===== src/rtl/bus_pkg.sv =====
// -----------------------------------------------------------------------------
// bus_pkg
// Types shared by the bus arbiter and its testbench.
//   state_e : arbiter FSM state encoding (IDLE, OWNED)
//   mode_e  : arbitration policy (MODE_FIXED = lowest index wins,
//             MODE_RR = round-robin starting after the last owner)
// -----------------------------------------------------------------------------
package bus_pkg;

  typedef enum logic {
    IDLE  = 1'b0,
    OWNED = 1'b1
  } state_e;

  typedef enum logic {
    MODE_FIXED = 1'b0,
    MODE_RR    = 1'b1
  } mode_e;

endpackage


===== src/rtl/rr_pick.sv =====
// -----------------------------------------------------------------------------
// rr_pick
// Combinational circular search for the first set request bit, starting at
// base_i and wrapping from N_SRC-1 back to 0.
//   req_i   : request vector (already masked by the caller)
//   base_i  : index where the search begins (must be < N_SRC)
//   found_o : at least one request bit is set
//   idx_o   : index of the winning request (0 when nothing is found)
// -----------------------------------------------------------------------------
module rr_pick #(
  parameter int N_SRC = 8,
  parameter int SEL_W = $clog2(N_SRC)
) (
  input  logic [N_SRC-1:0] req_i,
  input  logic [SEL_W-1:0] base_i,
  output logic             found_o,
  output logic [SEL_W-1:0] idx_o
);

  always_comb begin
    int cand;
    cand    = 0;
    found_o = 1'b0;
    idx_o   = '0;
    for (int i = 0; i < N_SRC; i++) begin
      cand = int'(base_i) + i;
      if (cand >= N_SRC) cand = cand - N_SRC;
      if (!found_o && req_i[cand]) begin
        found_o = 1'b1;
        idx_o   = SEL_W'(cand);
      end
    end
  end

endmodule


===== src/rtl/bus_arbiter.sv =====
// -----------------------------------------------------------------------------
// bus_arbiter
// N_SRC-way bus arbiter with registered data mux, optional hold-time limit
// and a lock input that pins the current owner.
//
// state | meaning
// ------+-----------------------------------------------------------
// IDLE  | no owner; grant/sel/valid are 0
// OWNED | owner_q holds the bus; hold_q counts owned cycles
//
// Ports
//   clk    : sole clock, rising edge
//   rst    : synchronous active-high reset
//   req    : per-source request
//   in_bus : flattened source data, source i at [i*WIDTH +: WIDTH]
//   lock   : keep the current owner while high (ignored in IDLE)
//   out    : registered data of the owner, 0 when idle
//   valid  : a source owns the bus
//   grant  : one-hot owner, 0 when idle
//   sel    : binary owner index, 0 when idle
// -----------------------------------------------------------------------------
module bus_arbiter
  import bus_pkg::*;
#(
  parameter int    WIDTH    = 8,
  parameter int    N_SRC    = 8,
  parameter mode_e MODE     = MODE_RR,
  parameter int    MAX_HOLD = 4,
  localparam int   SEL_W    = $clog2(N_SRC)
) (
  input  logic                   clk,
  input  logic                   rst,
  input  logic [N_SRC-1:0]       req,
  input  logic [N_SRC*WIDTH-1:0] in_bus,
  input  logic                   lock,
  output logic [WIDTH-1:0]       out,
  output logic                   valid,
  output logic [N_SRC-1:0]       grant,
  output logic [SEL_W-1:0]       sel
);

  // With MAX_HOLD == 0 the counter only needs to saturate; its value is unused.
  localparam int               HOLD_W     = (MAX_HOLD > 2) ? $clog2(MAX_HOLD) : 1;
  localparam int               HOLD_SAT_I = (MAX_HOLD == 0) ? ((1 << HOLD_W) - 1) : (MAX_HOLD - 1);
  localparam logic [HOLD_W-1:0] HOLD_SAT  = HOLD_W'(HOLD_SAT_I);
  localparam bit               HOLD_EN    = (MAX_HOLD != 0);
  localparam logic [SEL_W-1:0] LAST_IDX   = SEL_W'(N_SRC - 1);

  state_e              state_q, state_d;
  logic [SEL_W-1:0]    owner_q, owner_d;
  logic [SEL_W-1:0]    last_q,  last_d;
  logic [HOLD_W-1:0]   hold_q,  hold_d;
  logic [WIDTH-1:0]    out_q,   out_d;

  logic [N_SRC-1:0]    owner_oh;
  logic [N_SRC-1:0]    pick_req;
  logic [SEL_W-1:0]    pick_base;
  logic [SEL_W-1:0]    pick_idx;
  logic                pick_found;
  logic                release_c;

  assign owner_oh = {{(N_SRC-1){1'b0}}, 1'b1} << owner_q;

  // While owned, the search only ever matters at release, where the departing
  // owner must not win again; masking it unconditionally keeps pick_found
  // meaning "someone else is waiting".
  assign pick_req  = (state_q == OWNED) ? (req & ~owner_oh) : req;

  // last_q equals owner_q while OWNED, so one base serves both IDLE and release.
  assign pick_base = (MODE == MODE_RR) ? ((last_q == LAST_IDX) ? '0 : last_q + 1'b1) : '0;

  rr_pick #(
    .N_SRC (N_SRC),
    .SEL_W (SEL_W)
  ) u_pick (
    .req_i   (pick_req),
    .base_i  (pick_base),
    .found_o (pick_found),
    .idx_o   (pick_idx)
  );

  always_ff @(posedge clk) begin
    if (rst) begin
      state_q <= IDLE;
      owner_q <= '0;
      last_q  <= LAST_IDX;
      hold_q  <= '0;
      out_q   <= '0;
    end else begin
      state_q <= state_d;
      owner_q <= owner_d;
      last_q  <= last_d;
      hold_q  <= hold_d;
      out_q   <= out_d;
    end
  end

  always_comb begin
    state_d   = state_q;
    owner_d   = owner_q;
    last_d    = last_q;
    hold_d    = hold_q;
    release_c = 1'b0;
    case (state_q)
      IDLE: begin
        if (pick_found) begin
          state_d = OWNED;
          owner_d = pick_idx;
          last_d  = pick_idx;
          hold_d  = '0;
        end
      end
      OWNED: begin
        release_c = !lock &&
                    (!req[owner_q] || (HOLD_EN && (hold_q == HOLD_SAT) && pick_found));
        if (release_c) begin
          if (pick_found) begin
            owner_d = pick_idx;
            last_d  = pick_idx;
            hold_d  = '0;
          end else begin
            state_d = IDLE;
            hold_d  = '0;
          end
        end else if (hold_q != HOLD_SAT) begin
          hold_d = hold_q + 1'b1;
        end
      end
      default: state_d = IDLE;
    endcase

    // Data follows the owner that will be in place after this edge.
    out_d = (state_d == OWNED) ? in_bus[int'(owner_d)*WIDTH +: WIDTH] : '0;
  end

  always_comb begin
    valid = 1'b0;
    grant = '0;
    sel   = '0;
    if (state_q == OWNED) begin
      valid = 1'b1;
      grant = owner_oh;
      sel   = owner_q;
    end
  end

  assign out = out_q;

endmodule


===== config.mk =====
export PLATFORM = sky130hd
export DESIGN_NAME = bus_arbiter
export DESIGN_NICKNAME = d
export VERILOG_FILES = /design/src/rtl/bus_pkg.sv /design/src/rtl/rr_pick.sv /design/src/rtl/bus_arbiter.sv
export SDC_FILE = /design/constraint.sdc
export NUM_CORES = 1
export LEC_CHECK = 0
export ABC_AREA = 1
export BUFFER_PORTS_ARGS = -buffer_cell sky130_fd_sc_hd__clkbuf_2
export CAP_MARGIN = 20
export CORE_MARGIN = 4
export CORE_UTILIZATION = 45
export DETAILED_ROUTE_END_ITERATION = 8
export GPL_TIMING_DRIVEN = 0
export PLACE_DENSITY_LB_ADDON = 0.3
export SLEW_MARGIN = 20
export SYNTH_ARGS = -nofsm -noshare
export SYNTH_HDL_FRONTEND = slang
export SYNTH_SLANG_ARGS = --single-unit
export TNS_END_PERCENT = 100

===== constraint.sdc =====
create_clock -name clk -period 3.43 [get_ports clk]
set_input_delay 0.343 -clock clk [delete_from_list [all_inputs] [get_ports clk]]
set_output_delay 0.343 -clock clk [all_outputs]
set_load 0.01 [all_outputs]

* Word level (Yosys, flattened, before mapping)
Cells that the tools add are included.
** Operators by class
- Order comparisons :: 17
- Equal/unequal tests :: 6
- Add/sub/neg operators :: 17
- Reduce and logical (&&, ||, !) cells :: 21
- Muxes and demuxes :: 68
- Shifts and indexed selects :: 2
- Bitwise operators :: 4
** Operators by type and width (number)
- less-than comparator 32 x 5 -> 1 bit (second input constant) :: 8
- 2-to-1 mux 32 bit :: 8
- >= comparator 32 x 5 -> 1 bit (second input constant) :: 7
- subtractor 32 x 5 -> 32 bit (second input constant) :: 7
- variable part select 64 x 7 -> 8 bit :: 1
- 2-to-1 mux 3 bit :: 14
- 2-to-1 mux 1 bit :: 28
- binary-select mux 1 bit (select 3 bit) :: 9
- adder 3 x 3 -> 4 bit (second input constant) :: 4
- 2-to-1 mux 8 bit :: 2
- one-hot mux 3 bit (2 select lines) :: 2
- logical AND 1 bit :: 9
- logical NOT 1 bit :: 9
- adder 3 x 2 -> 4 bit (second input constant) :: 2
- AND 8 bit :: 1
- NOT 8 bit :: 1
- left shift 1 x 3 -> 8 bit (first input constant) :: 1
- 2-to-1 mux 2 bit :: 3
- subtractor 3 x 4 -> 5 bit (second input constant) :: 1
- adder 3 x 1 -> 4 bit (second input constant) :: 1
- >= comparator 3 x 4 -> 1 bit (second input constant) :: 1
- less-than comparator 3 x 4 -> 1 bit (second input constant) :: 1
- != test 2 bit (second input constant) :: 2
- one-hot mux 2 bit (2 select lines) :: 1
- other kinds (11) :: 12
** Word-level totals
- Logic and storage cells :: 140
- Input bits :: 75
- Output and inout bits :: 20
- Bits in registers :: 17

* Depth between registers and ports, before layout
- Depth in word-level cells :: 36
- Mapped depth :: 28

* Cells and area by module
Synthesis repeated with hierarchy kept, for this count alone.
** Unflattened totals
- Cell total of the unflattened synthesis :: 464
- Area total of the unflattened synthesis :: 2507.4 µm²
** Modules (own cells, without submodules)
- bus_arbiter :: cells each 328, times used 1, area an instance 1805.5 µm², seq. area each 340.3 µm²
- rr_pick :: cells each 136, times used 1, area an instance 701.9 µm², seq. area each 0.0 µm²

* Worst setup path before layout
OpenSTA, ideal clock, no wires.
- Path kind :: register to register
- Start point :: reg last_q[0]
- End point :: reg out_q[0], in the netlist out[0]
- Data arrival time :: 3.334 ns
- Cell stages (with the launch flop) :: 28
- Path slack :: -0.017 ns
- Period minus slack after synthesis :: 3.447 ns
- Data required time :: 3.317 ns
- Library setup time :: 0.113 ns
- Path through :: dfxtp_1 ha_1 ha_1 nor2_4 inv_2 buf_2 ha_1 inv_1 nand3_1 nand3_1 nand2_2 nor2_4 nand4_4 nor2_4 nand3_4 nand2_2 nand2_2 nand2_4 nand2_4 nand2_8 nand2_2 nand2_4 inv_4 buf_6 nand3_1 nand2_1 nor2_1 nor2_1
** Between the ends
- Longest elaborated chain between the ends :: 36
** Ends and longest elaborated chain
- start, declared :: RTL line bus_arbiter.sv:51 : logic [SEL_W-1:0] last_q, last_d;
- start signal, assigned :: RTL line bus_arbiter.sv:92 : last_q <= last_d;
- adder 3 x 1 -> 3 bit / == test 3 bit (equally long branches) :: RTL line bus_arbiter.sv:70 : assign pick_base = (MODE == MODE_RR) ? ((last_q == LAST_IDX) ? '0 : last_q + 1'b1) : '0;
- 2-to-1 mux 3 bit (*) :: RTL line bus_arbiter.sv:70
- parallel branches: the longest is 34 deep, another holds subtractor 32 x 5 -> 32 bit
- end signal, assigned :: RTL line bus_arbiter.sv:94 : out_q <= out_d;
- end, declared :: RTL line bus_arbiter.sv:53 : logic [WIDTH-1:0] out_q, out_d;
Every way passes the cells marked *. The select of a mux whose other input is x is not followed.
A chain may end at the register's enable or synchronous reset.

* Final worst setup path
Same ends and word-level chain as after synthesis.

==> impl_metrics.toml <==
[worst_hold_path]
min-delay-start = "rst"
hold_depth = 2
worstHoldEndpoint = "owner_q[1]"
hold_path_class = "in -> reg"

[synthesis]
ys_dominant_reg_cell = "dfxtp_1"
synth_nets = 494
synth_edf_count = 0
yosysTopAreaCellShare = 0.217
avgSynthCellArea_um2 = 5.62
ys_warn_count = 0
ys_seq_area_frac = 0.146
synth_top_area_cell = "nand3_1"
synth_cells = 415
synth_area_leaders = "nand3_1, nand2_1, dfxtp_1"
yosys.cell_types.count = 35
ys_seq_elements = 17
syn-cell-area_um2 = 2330
async_reset_ff_frac = 0

[setup_path]
r2r_start = "last_q[0]"
cp.arrival_ns = 3.61
critPathKind = "reg -> reg"
worstSetupStartpointType = "flip-flop"
cp_max_fo = 8
r2r_end = "out[0]"
crit_path_end_kind = "flip-flop"
crit_required_ns = 3.59
r2r_cells = 26
r2r_slack_ns = -0.03

[clock_tree]
clock_sinks = 17
cts_tree = "built"
path_clk_slew_ns = 0.06
clk_path_buf_depth = 2
root_buffer = "clkbuf_8"
clk_latency_ns = 0.26
cts.htree.levels = 1
cts_made_buffers = 3

[status]
violations = "negative setup slack"
outcome = "complete, but fails checks"

[drt]
wl_per_cell_um = 13.6
routed_wl_um = 8070
vias = 3171
via_per_inst = 5.34
drtIter0Drc = 290
remaining_drc_errors = 0
first_pass_iters = 7
detail-route-antenna-nets = 0

[sta]
tns_ns = -0.0269
fin_hold_ws_ns = 0.405
setup_violations = 1
min_period_over_period = 1.01
timing.max_slew.rel_slack = 0.638
final_max_slew_viol_count = 0
rsz0062_at_grt = "true"
finClkSkew_ns = 0.00349
hold_viol_final = 0
tightest_slew_ns = 0.540
period_needed_ns = 3.46
max_freq_ghz = 0.289
setup_ws_ns = -0.0269

[global_routing]
grt-ovfl-total = 0
grt_max_degree = 11
grt_pass1_vias = 2830
grt_pass1_wl_um = 12300
grtUsageTotal = 0.237
antenna_found_initial = 0

[floorplan]
start_util = 0.478
core_um2 = 4880
fp.dieW_um = 80.0
top_level_ports = 95
die_area_um2 = 6400
die_h_um = 80.0
rows = 25

[place]
place.gp.congestion = 0.961
dp_slack_ns = -0.435
hpwl_um = 5870
placement.io_buffers = 93

[finish]
antenna_cells = 0
syn2layout_area_growth_pct = 41.9
nNetsFinal = 607
layout-drive-gt1-share = 0.353

[job]
max_cap_viol_count = 0
-- worst max-delay path by stage --
stage / slack [ns] / cells after the start / to / start
after floorplan: 0.01 / 27 / out[0] / last_q[0]
after detailed placement: -0.44 / 27 / out[4] / last_q[0]
after global routing: -0.25 / 26 / out[0] / last_q[0]
after global placement: -0.37 / 27 / out[3] / last_q[0]
final: -0.03 / 26 / out[0] / last_q[0]
after CTS: 0.002 / 27 / out[4] / last_q[0]
-- registers in the layout, summed over array words and instances, names as in the netlist --
| name | count |
|---|---|
| owner_q | 3 |
| last_q | 3 |
| out | 8 |
| hold_q | 2 |
| state_q | 1 |
-- per-layer routing --
metal  routed length (um)  global-route usage
met1                 3270               0.311
met2                 3820               0.392
met3                  816              0.0519
met4                  159              0.0574
met5                    0                   0
-- cell families (layout without fill, tap and decap cells) --
| group | count (synthesis) | count (layout) | share of synthesized area |
|---|---|---|---|
| AND/OR/NAND/NOR | 278 | 278 | 0.598 |
| AO/OA/AOI/OAI | 21 | 21 | 0.0564 |
| buffers and inverters | 91 | 203 | 0.163 |
| flip-flops | 17 | 17 | 0.146 |
| adder cells (fa/ha/maj) | 4 | 4 | 0.0215 |
| XOR/XNOR | 4 | 4 | 0.0150 |
-- synth_stat cells (4+ instances only) --
cell,n
nand2_2,6
a21oi_1,10
a31oi_1,4
ha_1,4
nand3b_1,8
dfxtp_1,17
nand3_1,101
nand2_1,105
nor2_1,32
inv_1,68
buf_2,7
xor2_1,4
inv_2,8
nor2_4,5
nand2_4,6
-- final cells by class --
| cell class | instances | area, um^2 |
|---|---|---|
| Multi-Input combinational cell | 307 | 1780 |
| Fill cell | 416 | 1570 |
| Timing Repair Buffer | 109 | 623 |
| Sequential cell | 17 | 344 |
| Inverter | 77 | 297 |
| Buffer | 13 | 133 |
| Tap cell | 67 | 83.8 |
| Clock buffer | 3 | 41.3 |
| Clock inverter | 1 | 5.00 |
-- cell usage in the layout (no fill, tap or decap), types with 10 or more instances in the layout --
| master | instances |
|---|---|
| a21oi_1 | 10 |
| nor2_1 | 30 |
| buf_4 | 14 |
| nand2_2 | 11 |
| inv_1 | 66 |
| dfxtp_1 | 16 |
| clkbuf_2 | 93 |
| nand2_1 | 98 |
| nand3_1 | 91 |
-- metrics by stage --
step	utilization	std cells	instance area [um^2]
2_1_floorplan	-	415	2340
3_3_place_gp	0.593	575	2890
3_5_place_dp	0.593	575	2890
4_1_cts	0.621	585	3030
5_1_grt	0.678	594	3310
6_report	0.678	594	3310
-- critical path, cell delays in order, from the launching register on --
cell	delay, ns
dfxtp_4	0.37
ha_4	0.16
ha_4	0.16
nor2_4	0.11
inv_2	0.06
buf_6	0.13
ha_4	0.32
nand3_2	0.12
nand3_2	0.09
nand2_2	0.08
nor2_4	0.16
nand4_4	0.12
nor2_4	0.17
nand3_4	0.10
nand2_2	0.10
nand2_2	0.06
nand2_4	0.09
nand2_8	0.09
nand2_8	0.11
nand2_8	0.08
nand2_8	0.11
buf_6	0.13
nand2_1	0.07
nand3_1	0.09
nand3_1	0.12
nand2_1	0.10
nor2_2	0.04
-- what timing repair did --
item | CTS | global route
endpoints found under the hold margin | 0 | 0
endpoints found under the setup margin | 15 | 14
hold buffers | 0 | 0
setup buffers | 4 | 9
gates resized for setup | 11 | 49
gates cloned | 2 | 1
pin swaps | 6 | 22
Power is not shown: default switching activity piles up to over one toggle a cycle in this logic, so the estimate is an artifact.
